$ cat src/rtl/pulse_generator.sv
// pulse_generator: emits one clean pulse per accepted request. The high phase
// lasts max(length, high_count) enable ticks and is always followed by a low
// guard of low_count enable ticks, so the output meets a downstream
// minimum-high / minimum-low filter.
//
// Ports:
//   clock   in   rising-edge clock
//   reset   in   synchronous active-low reset
//   enable  in   timebase tick; countdown advances only when enable=1
//   start   in   pulse request, accepted when ready=1
//   length  in   requested high duration in ticks, sampled on acceptance
//   ready   out  idle and able to accept start (registered)
//   out     out  generated pulse (registered)
//   done    out  one-cycle strobe when the low guard completes (registered)
module pulse_generator #(
   parameter int unsigned high_count   = 4,
   parameter int unsigned low_count    = 4,
   parameter int unsigned length_width = 8
) (
   input  logic                    clock,
   input  logic                    reset,
   input  logic                    enable,
   input  logic                    start,
   input  logic [length_width-1:0] length,
   output logic                    ready,
   output logic                    out,
   output logic                    done
);

   // Counter must hold the widest of the request, the clamp and the guard.
   localparam int unsigned high_bits   = $clog2(high_count + 1);
   localparam int unsigned low_bits    = $clog2(low_count + 1);
   localparam int unsigned hl_bits     = (high_bits > low_bits) ? high_bits : low_bits;
   localparam int unsigned count_width = (length_width > hl_bits) ? length_width : hl_bits;

   typedef enum logic [1:0] {
      IDLE = 2'd0,
      HIGH = 2'd1,
      LOW  = 2'd2
   } state_t;

   state_t                 state;
   state_t                 state_next;
   logic [count_width-1:0] counter;
   logic [count_width-1:0] counter_next;
   logic                   out_next;
   logic                   ready_next;
   logic                   done_next;

   logic [count_width-1:0] length_ext;
   logic [count_width-1:0] high_min;
   logic [count_width-1:0] low_load;
   logic [count_width-1:0] pulse_len;
   logic                   count_last;

   assign length_ext = count_width'(length);
   assign high_min   = count_width'(high_count);
   assign low_load   = count_width'(low_count);
   // Clamp short requests (including zero) up to the minimum high time.
   assign pulse_len  = (length_ext > high_min) ? length_ext : high_min;
   assign count_last = (counter == count_width'(1));

   // State, counter and output registers.
   always_ff @(posedge clock) begin
      if (!reset) begin
         state   <= IDLE;
         counter <= '0;
         out     <= 1'b0;
         ready   <= 1'b1;
         done    <= 1'b0;
      end else begin
         state   <= state_next;
         counter <= counter_next;
         out     <= out_next;
         ready   <= ready_next;
         done    <= done_next;
      end
   end

   // Next-state and countdown.
   always_comb begin
      state_next   = state;
      counter_next = counter;
      case (state)
         IDLE: begin
            // Acceptance is independent of enable.
            if (start) begin
               state_next   = HIGH;
               counter_next = pulse_len;
            end
         end
         HIGH: begin
            if (enable) begin
               if (count_last) begin
                  state_next   = LOW;
                  counter_next = low_load;
               end else begin
                  counter_next = counter - count_width'(1);
               end
            end
         end
         LOW: begin
            if (enable) begin
               if (count_last) begin
                  state_next   = IDLE;
                  counter_next = '0;
               end else begin
                  counter_next = counter - count_width'(1);
               end
            end
         end
         default: begin
            state_next   = IDLE;
            counter_next = '0;
         end
      endcase
   end

   // Output values derived from the upcoming state so the registered outputs
   // line up with the state they describe.
   always_comb begin
      out_next   = 1'b0;
      ready_next = 1'b0;
      done_next  = 1'b0;
      out_next   = (state_next == HIGH);
      ready_next = (state_next == IDLE);
      done_next  = (state == LOW) && (state_next == IDLE);
   end

endmodule

$ cat config.mk
export PLATFORM = sky130hd
export DESIGN_NAME = pulse_generator
export DESIGN_NICKNAME = d
export VERILOG_FILES = /design/src/rtl/pulse_generator.sv
export SDC_FILE = /design/constraint.sdc
export NUM_CORES = 1
export LEC_CHECK = 0
export ABC_AREA = 1
export BUFFER_PORTS_ARGS = -buffer_cell sky130_fd_sc_hd__buf_4
export CAP_MARGIN = 20
export CORE_ASPECT_RATIO = 1.4
export CORE_MARGIN = 5
export CORE_UTILIZATION = 44
export DETAILED_ROUTE_END_ITERATION = 10
export PLACE_DENSITY = 0.65
export SYNTH_ARGS = -nofsm -noshare
export SYNTH_HDL_FRONTEND = slang
export SYNTH_SLANG_ARGS = --single-unit
$ cat constraint.sdc
create_clock -name clock -period 3.92 [get_ports clock]
set_input_delay 0.392 -clock clock [delete_from_list [all_inputs] [get_ports clock]]
set_output_delay 0.392 -clock clock [all_outputs]
set_load 0.02 [all_outputs]
==> impl.org <==
** Layout
- Of the cells placed in the final design, the portion with a size suffix greater than 1 is 22.1%.
- Nets :: between 150 and 200
- Compared with the post-synthesis result, the final layout area differs by 16.9%.
- The repair_antennas step left the layout with diodes totalling 0.

** Run
- Max-capacitance violation count :: 0

** Floorplan
- Die Area :: 2890 um2
- Height of the chip :: roughly 62 um
- The initialized floorplan defines 18 standard-cell rows.
- Core area :: 1800 um2
- The floorplan step set the die width to 46.9 um.
- Initial core utilization :: 46.5%
- During I/O placement, the number of pins put on the boundary was 15.

** Run status
- Result of the run :: finished clean

** Synthesis
- Netlist area before placement :: 837 um2
- After synthesis, the cell types taking the most area are dfxtp_1, nand2_1, inv_1.
- Yosys warnings :: 0
- Synthesized Nets :: 143
- Summed over all instances, the cell type with the most area after synthesis is dfxtp_1.
- Number of instances in the synthesized netlist :: between 100 and 150
- Share of synthesized area occupied by flip-flops and latches :: 31.1%
- Mapped Avg Cell Area :: 6.49 um2
- Total of flip-flops plus latches after synthesis :: 13
- The top cell type by area accounts for 31.1% of the synthesized area.
- The netlist uses 25 different library cells.

** Worst setup path
- Category of the most critical setup path :: reg2reg
- Data arrival, critical path :: 1.58 ns
- The startpoint identified for the worst register-to-register timing path is counter[0].
- The signal on the critical path passes through inv_1 -> ha_1 -> xor2_1 -> o21ai_0 -> nand3_1 -> nand2_1 -> a21oi_1.
- Critical Path Slowest Stage Cell :: dfxtp_1
- The setup check on the worst reg-to-reg path leaves a slack of between 2 and 2.5 ns.
- Path depth of the worst reg2reg path :: 7
- Worst Setup End Kind :: register
- The worst setup path is launched from a register.
- Critical path data required time :: 4.07 ns
- Highest net fanout along the worst path :: 5
- Buffers & Inverters on Critical Path :: 1
- Cell type group with the largest total delay on the critical path :: flip-flops
- FF-to-FF End :: counter[2]
- CP peak stage delay :: 0.37 ns

** Routing
- The first TritonRoute pass finished after 4 iterations.
- In the final routed layout, each cell accounts on average for between 10 and 15 um.
- For this block, the initial DRC count from the detailed router was 7.
- The routed design has around 1900 um of wire.
- Count of antenna-violating nets left after detailed routing :: 0
- In the routed layout, each cell is associated on average with a via count of about 5.
- Drt drc :: 0
- Via count :: 828

** CTS
- The tree is rooted in a clkbuf_4.
- For the worst-skew pair, the clock arrives at the later sink with an insertion delay of 0.28 ns.
- For this design, the sink count on the clock tree is 13.
- In this run the post-CTS setup repair buffer count came out at 0.
- Total CTS buffers :: 3
- After clock tree synthesis, the clock-pin slew on the worst setup and hold paths is 0.09 ns.
- Hold Buf Count CTS :: 0
- Gates resized during post-CTS repair numbered 0.
- No sink is reached through more buffers than the 2 on the longest clock path.
- TritonCTS built the clock tree.
- Count of H-tree levels built during CTS :: 1

** Hold path
- The worst hold path terminates at ready.
- The worst hold path was traced through 2 stages.
- Worst Hold Launch :: reset
- Hold Crit Class :: in2reg

** Timing
- Headroom to the max-slew limit came out at roughly three quarters.
- Final Hold Fails :: 0
- Slew @ Worst Pin :: 0.378 ns
- Portion of the clock cycle consumed by the worst path in the final layout :: a little over a third
- Setup violations remaining at the end of the flow were counted as 0.
- Worst-case clock skew :: 0.00867 ns
- Setup repair after global routing missed its margin :: no
- Setup TNS :: 0 ns
- The max-slew violation total from the final report was 0.
- Based on the critical path, the design can be clocked at up to 0.701 GHz.
- The worst path in the final design needs a cycle of 1.43 ns, including I/O delays and setup.

** Power and ir drop
- Overall power :: about 390 uW
- Largest voltage drop on the vdd net :: ~0.18 mV
- In this run the power density over the cells is between 300 and 400 nW/um2.
- In this run the static leakage power is roughly 0.48 nW.

** GRT
- Global routing consumed, over all layers together, 16.2% of the routing resources.
- GRT Residual Overflow :: 0
- The number of global-route vias before repair was 818.
- Largest net degree at the start of global routing :: 12
- The number of antenna violations at the first check in global routing was 0.
- First-pass GRT wire length :: 3330 um

** Place
- Detailed placement ended at an HPWL of about 1600 um.
- During placement, the flow inserted port buffers numbering 14.
- At the end of routability-driven placement, the weighted congestion stood at 0.804.
logic make-up after synthesis:
logic type      count (synthesis)  synth area share, %
flops                          13                 31.1
simple gates                   73                 40.2
fa+ha+maj                       2                 2.99
xor+xnor                        3                 3.14
compound gates                 18                 12.6
buf+inv                        20                 10.0
sequential cells by signal, summed over array words and instances (netlist names):
register,flops
counter,8
done,1
out,1
ready,1
state,2
worst max-delay path by stage:
stage,from,endpoint,slack (ns),depth (start not counted)
floorplan,counter[0],counter[2],2.66,7
global placement,counter[0],counter[2],2.54,7
detailed placement,counter[0],counter[2],2.51,7
CTS,counter[0],counter[2],2.49,7
global route,counter[1],counter[4],2.30,9
finish,counter[0],counter[2],2.49,7
placed cells by master (no fill, tap or decap), types with 3 or more instances in the layout:
cell type,netlist,routed
o21ai_0,6,6
buf_4,0,14
clkbuf_4,0,3
nand3_1,11,11
inv_1,16,16
nor2_1,12,12
a21oi_1,6,6
nor2_2,3,3
xor2_1,3,3
nand2_1,38,38
dfxtp_1,13,13
routing by layer:
| layer | track usage (%) | vias up | wire, um |
|---|---|---|---|
| li1 | - | 439 | - |
| met1 | 16.8 | 370 | 759 |
| met2 | 29.3 | 13 | 1030 |
| met3 | 2.63 | 6 | 65 |
| met4 | 9.88 | 0 | 48 |
| met5 | 0 | - | 0 |
through the flow:
stage	cell area, um2	setup WS [ns]	cells	utilization [%]	hold slack (ns)
2_1_floorplan	837	2.66	129	-	0.461
3_5_place_dp	952	2.51	161	52.8	0.495
6_report	978	2.49	165	54.3	0.298
3_3_place_gp	952	2.54	161	52.8	0.482
4_1_cts	978	2.49	165	54.3	0.296
5_1_grt	978	2.30	165	54.3	0.303
report_power, final:
part           switching [mW]  internal [mW]  total [mW]
clock network          0.0461         0.0395      0.0856
logic                  0.0860         0.0548       0.141
registers              0.0139          0.146       0.160
total                   0.146          0.241       0.387
cells in the mapped netlist:
master / instances
ha_1: 2
nor2_2: 3
dfxtp_1: 13
a31oi_1: 1
nor2_1: 12
nand2_4: 1
a21oi_2: 1
or2_2: 1
o21ai_2: 1
nand3_1: 11
o21ai_0: 6
o21ai_1: 2
inv_2: 1
clkbuf_1: 1
nor3_2: 1
xor2_1: 3
buf_6: 1
clkinv_2: 1
nor2_4: 2
a21boi_2: 1
nand4_1: 2
inv_1: 16
nand2_2: 2
nand2_1: 38
a21oi_1: 6
layout make-up:
class	instances	area [um2]
well taps	20	25.0
inverters	18	68.8
multi-input cells	96	493
clock buffers	4	26.3
repair buffers	14	105
flip-flops and latches	13	260
fillers	195	823
Note: power is estimated with default switching activity, not from simulation.
